### src/rtl/mips_mem_arbiter_pkg.sv
// ----------------------------------------------------------------------------
// mips_mem_arbiter_pkg
// Shared types for the unified-memory arbiter of the multi-cycle MIPS core:
// arbitration mode encoding, response-owner encoding, starvation counter
// width and a small helper that maps grant strobes onto an owner code.
// ----------------------------------------------------------------------------
package mips_mem_arbiter_pkg;

    // Counter wide enough for the largest legal starvation limit (15).
    localparam int unsigned STARVE_CNT_W = 4;

    typedef enum logic [1:0] {
        ARB_SHARED    = 2'd0,
        ARB_LOCK_PEND = 2'd1,
        ARB_LOCKED    = 2'd2
    } arb_mode_e;

    typedef enum logic [1:0] {
        ARB_OWN_NONE = 2'd0,
        ARB_OWN_CPU  = 2'd1,
        ARB_OWN_EXT  = 2'd2
    } arb_owner_e;

    // Grants are mutually exclusive; CPU is tested first only for determinism.
    function automatic arb_owner_e owner_of(input logic cpu_grant, input logic ext_grant);
        arb_owner_e own;
        own = ARB_OWN_NONE;
        if (cpu_grant) begin
            own = ARB_OWN_CPU;
        end else if (ext_grant) begin
            own = ARB_OWN_EXT;
        end
        return own;
    endfunction

endpackage

### src/rtl/mips_arb_starve_cnt.sv
// ----------------------------------------------------------------------------
// mips_arb_starve_cnt
// Saturating starvation counter for the external requester.
//   clk, rst          : clock, asynchronous active-high reset
//   inc               : ext waited this cycle (valid but not granted)
//   clr               : ext was granted this cycle (dominates inc)
//   limit_reached_c   : count equals STARVE_LIMIT (decoded from the register)
// ----------------------------------------------------------------------------
module mips_arb_starve_cnt
    import mips_mem_arbiter_pkg::*;
#(
    parameter int unsigned STARVE_LIMIT = 4
) (
    input  logic clk,
    input  logic rst,
    input  logic inc,
    input  logic clr,
    output logic limit_reached_c
);

    localparam logic [STARVE_CNT_W-1:0] LIMIT = STARVE_CNT_W'(STARVE_LIMIT);

    logic [STARVE_CNT_W-1:0] cnt;

    // Clear on grant, otherwise count waiting cycles up to the limit.
    always_ff @(posedge clk or posedge rst) begin
        if (rst) begin
            cnt <= '0;
        end else if (clr) begin
            cnt <= '0;
        end else if (inc && (cnt != LIMIT)) begin
            cnt <= cnt + STARVE_CNT_W'(1);
        end
    end

    assign limit_reached_c = (cnt == LIMIT);

endmodule

### src/rtl/mips_mem_arbiter.sv
// ----------------------------------------------------------------------------
// mips_mem_arbiter
// Single-port memory arbiter between the CPU memory port and an external
// requester (loader / debug). One access per cycle, read data returned one
// cycle after acceptance, optional exclusive lock for the ext requester.
//   clk, rst                       : clock, asynchronous active-high reset
//   cpu_valid/we/addr/wdata        : CPU request
//   cpu_ready                      : CPU request accepted (combinational)
//   cpu_rvalid/rdata               : CPU completion, one cycle after accept
//   ext_*                          : same set for the external requester
//   ext_lock / ext_locked          : exclusive-ownership request / status
//   mem_en/we/addr/wdata           : memory macro drive (combinational)
//   mem_rdata                      : memory read data, one cycle after mem_en
// ----------------------------------------------------------------------------
module mips_mem_arbiter
    import mips_mem_arbiter_pkg::*;
#(
    parameter int unsigned ADDR_W       = 32,
    parameter int unsigned DATA_W       = 32,
    parameter int unsigned STARVE_LIMIT = 4
) (
    input  logic              clk,
    input  logic              rst,

    input  logic              cpu_valid,
    input  logic              cpu_we,
    input  logic [ADDR_W-1:0] cpu_addr,
    input  logic [DATA_W-1:0] cpu_wdata,
    output logic              cpu_ready,
    output logic              cpu_rvalid,
    output logic [DATA_W-1:0] cpu_rdata,

    input  logic              ext_valid,
    input  logic              ext_we,
    input  logic [ADDR_W-1:0] ext_addr,
    input  logic [DATA_W-1:0] ext_wdata,
    output logic              ext_ready,
    output logic              ext_rvalid,
    output logic [DATA_W-1:0] ext_rdata,

    input  logic              ext_lock,
    output logic              ext_locked,

    output logic              mem_en,
    output logic              mem_we,
    output logic [ADDR_W-1:0] mem_addr,
    output logic [DATA_W-1:0] mem_wdata,
    input  logic [DATA_W-1:0] mem_rdata
);

    arb_mode_e  state;
    arb_mode_e  state_next;
    arb_owner_e resp_owner;
    logic       resp_we;

    logic       cpu_grant;
    logic       ext_grant;
    logic       any_grant;
    logic       starve_hit;

    // Starvation tracking for the ext requester.
    mips_arb_starve_cnt #(
        .STARVE_LIMIT (STARVE_LIMIT)
    ) u_starve_cnt (
        .clk             (clk),
        .rst             (rst),
        .inc             (ext_valid && !ext_grant),
        .clr             (ext_grant),
        .limit_reached_c (starve_hit)
    );

    // Mode state register.
    always_ff @(posedge clk or posedge rst) begin
        if (rst) begin
            state <= ARB_SHARED;
        end else begin
            state <= state_next;
        end
    end

    // Mode next-state: lock entry waits until no response is due next cycle.
    always_comb begin
        state_next = state;
        case (state)
            ARB_SHARED: begin
                if (ext_lock) begin
                    state_next = ARB_LOCK_PEND;
                end
            end
            ARB_LOCK_PEND: begin
                if (!ext_lock) begin
                    state_next = ARB_SHARED;
                end else if (!any_grant) begin
                    state_next = ARB_LOCKED;
                end
            end
            ARB_LOCKED: begin
                if (!ext_lock) begin
                    state_next = ARB_SHARED;
                end
            end
            default: begin
                state_next = ARB_SHARED;
            end
        endcase
    end

    // Mode outputs and grant decision. Grants are suppressed while in reset
    // so every output reads 0 for the whole reset window.
    always_comb begin
        cpu_grant  = 1'b0;
        ext_grant  = 1'b0;
        ext_locked = (state == ARB_LOCKED);
        if (!rst) begin
            case (state)
                ARB_SHARED: begin
                    ext_grant = ext_valid && (!cpu_valid || starve_hit);
                    cpu_grant = cpu_valid && !ext_grant;
                end
                default: begin
                    ext_grant = ext_valid;
                end
            endcase
        end
    end

    assign any_grant = cpu_grant || ext_grant;
    assign cpu_ready = cpu_grant;
    assign ext_ready = ext_grant;

    // Memory drive follows the winner in the same cycle; idle bus is all-zero.
    always_comb begin
        mem_en    = 1'b0;
        mem_we    = 1'b0;
        mem_addr  = '0;
        mem_wdata = '0;
        if (cpu_grant) begin
            mem_en    = 1'b1;
            mem_we    = cpu_we;
            mem_addr  = cpu_addr;
            mem_wdata = cpu_wdata;
        end else if (ext_grant) begin
            mem_en    = 1'b1;
            mem_we    = ext_we;
            mem_addr  = ext_addr;
            mem_wdata = ext_wdata;
        end
    end

    // Remember who owns the response due next cycle and whether it was a write.
    always_ff @(posedge clk or posedge rst) begin
        if (rst) begin
            resp_owner <= ARB_OWN_NONE;
            resp_we    <= 1'b0;
        end else begin
            resp_owner <= owner_of(cpu_grant, ext_grant);
            resp_we    <= cpu_grant ? cpu_we : (ext_grant && ext_we);
        end
    end

    // Response steering: only the owner sees data, and only for reads.
    always_comb begin
        cpu_rvalid = (resp_owner == ARB_OWN_CPU);
        ext_rvalid = (resp_owner == ARB_OWN_EXT);
        cpu_rdata  = (cpu_rvalid && !resp_we) ? mem_rdata : '0;
        ext_rdata  = (ext_rvalid && !resp_we) ? mem_rdata : '0;
    end

endmodule

### config.mk
export PLATFORM = sky130hd
export DESIGN_NAME = mips_mem_arbiter
export DESIGN_NICKNAME = d
export VERILOG_FILES = /design/src/rtl/mips_mem_arbiter_pkg.sv /design/src/rtl/mips_arb_starve_cnt.sv /design/src/rtl/mips_mem_arbiter.sv
export SDC_FILE = /design/constraint.sdc
export NUM_CORES = 1
export LEC_CHECK = 0
export CAP_MARGIN = 20
export CORE_AREA = 3 3 117 119
export DETAILED_ROUTE_END_ITERATION = 10
export DIE_AREA = 0 0 120 122
export PLACE_DENSITY = 0.71
export SYNTH_ARGS = -nofsm -noshare
export SYNTH_HDL_FRONTEND = slang
export SYNTH_SLANG_ARGS = --single-unit
### constraint.sdc
create_clock -name clk -period 4.7 [get_ports clk]
set_input_delay 0.94 -clock clk [delete_from_list [all_inputs] [get_ports clk]]
set_output_delay 0.94 -clock clk [all_outputs]
set_load 0.1 [all_outputs]
==> results.sh, run 1 <==
export IMPL_status="completed"
export IMPL_min_from="state[0]"
export IMPL_syn_nets=514
export IMPL_synthTopCellsByArea="o32ai_2 26%, and2_1 16%, inv_1 11%, nand2_1 9.7%, dfrtp_1 9.0%"
export IMPL_placed_area_sq_um=5326
export IMPL_internal_power_uw=527.7
export IMPL_synthToLayoutAreaGrowth_pct=115.0
export IMPL_num_rows=41
export IMPL_grt_setup_unrepaired="false"
export IMPL_cts_tree="done"
export IMPL_post_route_period_util=0.8298
export IMPL_setup_worst_path_start_class="input port"
export IMPL_yosys_area_top_type="o32ai_2"
export IMPL_finalHoldViolations=0
export IMPL_ir_worst_vdd_mv=0.1185
export IMPL_ys_ff_latch=9
export IMPL_p_clk_frac=0.111
export IMPL_cts_clk_slew_worst_paths_ns=0.04
export IMPL_hpwl_microns=10360
export IMPL_synth_flop_cell="dfrtp_1"
export IMPL_ys_warn_count=0
export IMPL_async_flop_share=1.000
export IMPL_combPwrFrac=0.804
export IMPL_cpMostUsedCell="buf_4"
export IMPL_worstMarginPinSlew_ns=0.9968
export IMPL_cts_buffers=3
export IMPL_critical_path_required_ns=3.76
export IMPL_numPortBuffers=301
export IMPL_fin_skew_ns=0.0003997
export IMPL_cts_sinks=9
export IMPL_via_per_inst=4.485
export IMPL_setup_viol_count_final=0
export IMPL_yosysTopAreaCellShare=0.2588
export IMPL_p_switching_uw=833.6
export IMPL_cp_slowest_stage_delay_ns=0.49
export IMPL_fmax_mhz=256.4
export IMPL_worstPathCellList="clkdlybuf4s50_1, or3b_4, o21ai_4, buf_4, o32ai_2, buf_4"
export IMPL_grt_pass1_wl_microns=18330
export IMPL_end_kind="primary output"
export IMPL_r2r_start="u_starve_cnt.cnt[0]"
export IMPL_hold_depth=1
export IMPL_route_detailed_drc=0
export IMPL_synth_edff_count=0
export IMPL_grt_max_degree=47
export IMPL_switching_share=0.6124
export IMPL_synth_cells=345
export IMPL_use_met2=0.3028
export IMPL_antennaDiodeCount=0
export IMPL_slew_headroom=0.3334
export IMPL_grt_pass1_vias=3566
export IMPL_cts_root_buf="clkbuf_16"
export IMPL_nNetsFinal=794
export IMPL_die_h_microns=122
export IMPL_crit_path_top_delay_cell="buf_4"
export IMPL_wl_microns=12300
export IMPL_antenna_found_initial=1
export IMPL_worstPathMaxFanout=40
export IMPL_grt_usage=0.1516
export IMPL_cts_setup_buffers=0
export IMPL_start_util=0.1984
export IMPL_drtIter0Drc=128
export IMPL_dr_pass1_iters=4
export IMPL_dieArea_sq_um=14640
export IMPL_power_uw=1361
export IMPL_ios=302
export IMPL_period_needed_ns=3.900
export IMPL_place_congestion=0.8045
export IMPL_yosysUniqueCellTypes=31
export IMPL_vias=3570
export IMPL_busiest_layer="met2"
export IMPL_critPathArrivalTime_ns=2.96
export IMPL_fillCellCount=1231
export IMPL_use_met3=0.03250
export IMPL_grt_remaining_overflow=0
export IMPL_clkLatencyLatePin_ns=0.23
export IMPL_min_to="state[0]"
export IMPL_synth_most_common_cell="inv_1"
export IMPL_met1_usage=0.1663
export IMPL_maxCapViolCount=0
export IMPL_cts_resized_gates=0
export IMPL_min_path_type="reg2reg"
export IMPL_ff2ff_setup_slack_ns=2.80
export IMPL_p_seq_frac=0.085
export IMPL_r2r_cells=6
export IMPL_power_density_nw_per_um2=251.9
export IMPL_drive_above_1_share=0.3237
export IMPL_core_region_area_sq_um=12670
export IMPL_netlist_area_sq_um=2514
export IMPL_power_leakage_uw=0.002518
export IMPL_syn_mean_instance_area_sq_um=7.286
export IMPL_fp_dieW_microns=120
export IMPL_synthTopCellsByCount="72 x inv_1, 65 x nand2_1, 64 x and2_1, 40 x o32ai_2, 25 x o32ai_1"
export IMPL_seq_area_frac_synth=0.08960
export IMPL_wl_per_cell_microns=15.46
export IMPL_dp_cells=792
export IMPL_drt_antenna_violating_nets=0
export IMPL_final_cells=796
export IMPL_clock_path_buffers=2
export IMPL_cts_max_level=1
export IMPL_final_area_sq_um=5405
export IMPL_slew_viol_final=0
export IMPL_r2r_end="resp_we"
export IMPL_hold_buffers=0
export IMPL_criticalPathCategory="in2out"
[kinds of logic after synthesis]
logic type,after synthesis,share of synthesized area
AND/OR/NAND/NOR,147,0.3041
flip-flops,9,0.08960
buffers and inverters,107,0.2105
AO/OA/AOI/OAI,80,0.3858
adder cells (fa/ha/maj),2,0.009954
[layout by cell type, fill, tap and decap left out, types with 2 or more instances in the layout]
| cell | n |
|---|---|
| ha_1 | 2 |
| nand3b_1 | 2 |
| clkbuf_16 | 3 |
| and2_1 | 64 |
| dfrtp_1 | 9 |
| buf_4 | 142 |
| nand3_1 | 2 |
| nor2_1 | 2 |
| nand2b_1 | 4 |
| clkdlybuf4s50_1 | 168 |
| a21oi_1 | 5 |
| o32ai_1 | 13 |
| inv_1 | 71 |
| o21ai_4 | 2 |
| nor2b_1 | 4 |
| o211ai_1 | 2 |
| nand2_1 | 65 |
| o32ai_2 | 52 |
[layer usage]
metal / vias up / part of all wire
li1: 1714 / -
met1: 1641 / 0.36
met2: 202 / 0.54
met3: 11 / 0.090
met4: 2 / 0.0075
met5: - / 0.0011
[flip-flops by register name, indices dropped and copies added, names as in the netlist]
signal,count
state,2
resp_we,1
u_starve_cnt.cnt,4
resp_owner,2
[critical path, delay by kind of cell]
family,cells,cell delay (ns)
AOI/OAI and AO/OA,2,0.34
buffers and inverters,3,1.23
and+or+nand+nor,1,0.41
[worst max-delay path by stage]
stage	startpoint	to	slack, ns
global placement	cpu_valid	mem_wdata[22]	0.82
CTS	cpu_valid	mem_wdata[22]	0.79
global route	cpu_valid	mem_wdata[12]	0.66
finish	cpu_valid	mem_wdata[22]	0.80
detailed placement	cpu_valid	mem_wdata[22]	0.80
floorplan	cpu_valid	mem_wdata[10]	-0.09
[power groups by stage]
stage	Combinational (uW)	Clock, uW	Sequential (uW)
floorplan	833	0	111
global placement	1090	0	115
detailed placement	1100	0	116
CTS	1100	152	115
global route	1140	158	118
finish	1090	151	116
[area by class of cell]
class / count / area [sq um] / area share
Clock buffer: 4 / 78.83 / 0.01458
Inverter: 72 / 270.3 / 0.05000
Multi-Input combinational cell: 229 / 1868 / 0.3456
Sequential cell: 9 / 225.2 / 0.04167
Tap cell: 172 / 215.2 / 0.03981
Timing Repair Buffer: 310 / 2748 / 0.5083
[metrics by stage]
stage | worst slack, ns | util | hold slack, ns | setup TNS, ns
finish | 0.8000 | 0.4266 | 0.5361 | 0
global route | 0.6590 | 0.4266 | 0.5676 | 0
CTS | 0.7896 | 0.4266 | 0.5280 | 0
detailed placement | 0.8000 | 0.4204 | 0.5220 | 0
global placement | 0.8227 | 0.4204 | 0.5059 | 0
floorplan | -0.08556 | - | 0.4903 | -1.101
No activity file was read; power rests on OpenSTA's default activity.
==> run 2, diff against run 1 <==
PLACE_DENSITY = 0.74   (was 0.71)
clock period = 3.2 ns   (was 4.7 ns; I/O delays follow)
==> results.sh, run 2 (synthesis gave the netlist of run 1 again) <==
export IMPL_critical_path_required_ns=2.56
export IMPL_die_h_microns=122
export IMPL_min_path_type="in2async"
export IMPL_grt_setup_unrepaired="false"
export IMPL_grt_usage=0.1818
export IMPL_final_seq_area_sq_um=225.2
export IMPL_criticalPathCategory="in2out"
export IMPL_period_needed_ns=3.108
export IMPL_r2r_cells=6
export IMPL_cts_root_buf="clkbuf_16"
export IMPL_end_kind="primary output"
export IMPL_power_uw=2541
export IMPL_dieArea_sq_um=14640
export IMPL_startpoint="cpu_valid"
export IMPL_endpoint="mem_addr[13]"
export IMPL_slew_headroom=0.6888
export IMPL_grt_pass1_vias=3945
export IMPL_fillCellCount=975
export IMPL_cts_tree="done"
export IMPL_antenna_found_initial=1
export IMPL_wl_microns=14510
export IMPL_slew_viol_final=0
export IMPL_finalHoldWorstSlack_ns=0.4983
export IMPL_worstPathMaxFanout=32
export IMPL_dr_pass1_iters=5
export IMPL_dp_cells=808
export IMPL_vias=3719
export IMPL_largest_reg_flops=4
export IMPL_ios=302
export IMPL_drt_antenna_violating_nets=0
export IMPL_grt_max_degree=43
export IMPL_fin_skew_ns=0.0008166
export IMPL_setup_worst_path_start_class="input port"
export IMPL_ir_worst_vdd_mv=0.2013
export IMPL_largestRegisters="u_starve_cnt.cnt: 4 flops, resp_owner: 2 flops, state: 2 flops"
export IMPL_fin_tns_setup_ns=0
export IMPL_layout_common_cells="165 x clkdlybuf4s50_1, 143 x buf_12, 71 x inv_1, 65 x nand2_1, 64 x and2_1"
export IMPL_hold_buffers=0
export IMPL_multiInputGateArea_sq_um=2331
export IMPL_fp_dieW_microns=120
export IMPL_clkLatencyLatePin_ns=0.23
export IMPL_num_rows=41
export IMPL_drive_above_1_share=0.3520
export IMPL_maxCapViolCount=0
export IMPL_route_detailed_drc=0
export IMPL_post_route_period_util=0.9712
export IMPL_hpwl_microns=12740
export IMPL_worstMarginPinSlew_ns=0.4653
export IMPL_r2r_start="u_starve_cnt.cnt[0]"
export IMPL_clock_path_buffers=2
export IMPL_status="completed"
export IMPL_r2r_end="resp_we"
export IMPL_critPathArrivalTime_ns=2.47
export IMPL_ff2ff_setup_slack_ns=1.45
export IMPL_synthToLayoutAreaGrowth_pct=210.5
export IMPL_core_region_area_sq_um=12670
export IMPL_wl_per_cell_microns=17.80
export IMPL_nNetsFinal=812
export IMPL_setup_viol_count_final=0
export IMPL_finalHoldViolations=0
export IMPL_layout_commonest_cell="clkdlybuf4s50_1"
export IMPL_worst_slack_ns=0.09202
export IMPL_dpl_worst_slack_ns=0.05159
export IMPL_final_cells=815
export IMPL_cts_sinks=9
export IMPL_cts_buffers=3
export IMPL_cts_clk_slew_worst_paths_ns=0.04
export IMPL_fmax_mhz=321.8
export IMPL_power_leakage_uw=0.003111
export IMPL_grt_pass1_wl_microns=21330
export IMPL_cts_max_level=1
export IMPL_drtIter0Drc=167
export IMPL_via_per_inst=4.563
export IMPL_numPortBuffers=301
export IMPL_grt_remaining_overflow=0
export IMPL_place_congestion=0.8233
export IMPL_start_util=0.1984
export IMPL_power_density_nw_per_um2=325.5
export IMPL_top_register="u_starve_cnt.cnt"
==> run 2: cell types whose count changed in the layout (fill, tap and decap cells not counted) <==
cell / delta
buf_12: +143
buf_4: -123
o32ai_4: +40
o32ai_2: -39
clkdlybuf4s50_1: -3
nor2b_1: -2
nor2b_2: +2
clkbuf_16: +1
diode_2: +1
o32ai_1: -1
==> run 2: repair_timing <==
| action | in CTS | in global routing |
|---|---|---|
| endpoints found under the setup margin | 0 | 14 |
| resized for setup | 0 | 1 |
| setup buffers | 0 | 1 |
==> run 2: report_power, final <==
group	internal (uW)	total [uW]	leakage [uW]	switching, uW
registers	141	171	0.000117	30.3
clock network	167	222	0.0000382	55.1
logic	847	2150	0.00296	1300
total	1150	2540	0.00311	1390
==> run 2: area by class of cell <==
type                            instances  area share
Tap cell                              172     0.02757
Inverter                               72     0.03463
Clock buffer                            4     0.01010
Sequential cell                         9     0.02886
Multi-Input combinational cell        229      0.2987
Timing Repair Buffer                  328      0.5999
Antenna cell                            1   0.0003206
==> run 2: critical path, cell delays in order <==
cell and delay, ns:
clkdlybuf4s50_1 0.49, nor3b_2 0.27, o21ai_4 0.11, buf_12 0.20, buf_12 0.22, o32ai_4 0.27
buf_12 0.22
==> run 2: worst min-delay path by stage <==
| stage | from | endpoint | slack [ns] | cells after the start |
|---|---|---|---|---|
| 3_5_place_dp | state[0] | state[0] | 0.52 | 1 |
| 3_3_place_gp | state[0] | state[0] | 0.51 | 1 |
| 5_1_grt | rst | resp_we | 0.52 | 2 |
| 4_1_cts | rst | resp_we | 0.50 | 2 |
| 2_1_floorplan | state[0] | state[0] | 0.49 | 1 |
| 6_report | rst | u_starve_cnt.cnt[0] | 0.50 | 2 |
==> run 2: metal layers <==
metal  GRT usage  wire length (microns)
met3     0.04828                   1298
met1      0.1900                   5038
met5           0                      0
met2      0.3614                   7915
met4     0.03794                    258
==> run 2: metrics by stage <==
| stage | utilization | instance area (sq um) |
|---|---|---|
| after CTS | 0.6126 | 7762 |
| after floorplan | - | 3059 |
| after global placement | 0.6064 | 7684 |
| after global routing | 0.6160 | 7805 |
| after detailed placement | 0.6064 | 7684 |
| final | 0.6160 | 7805 |
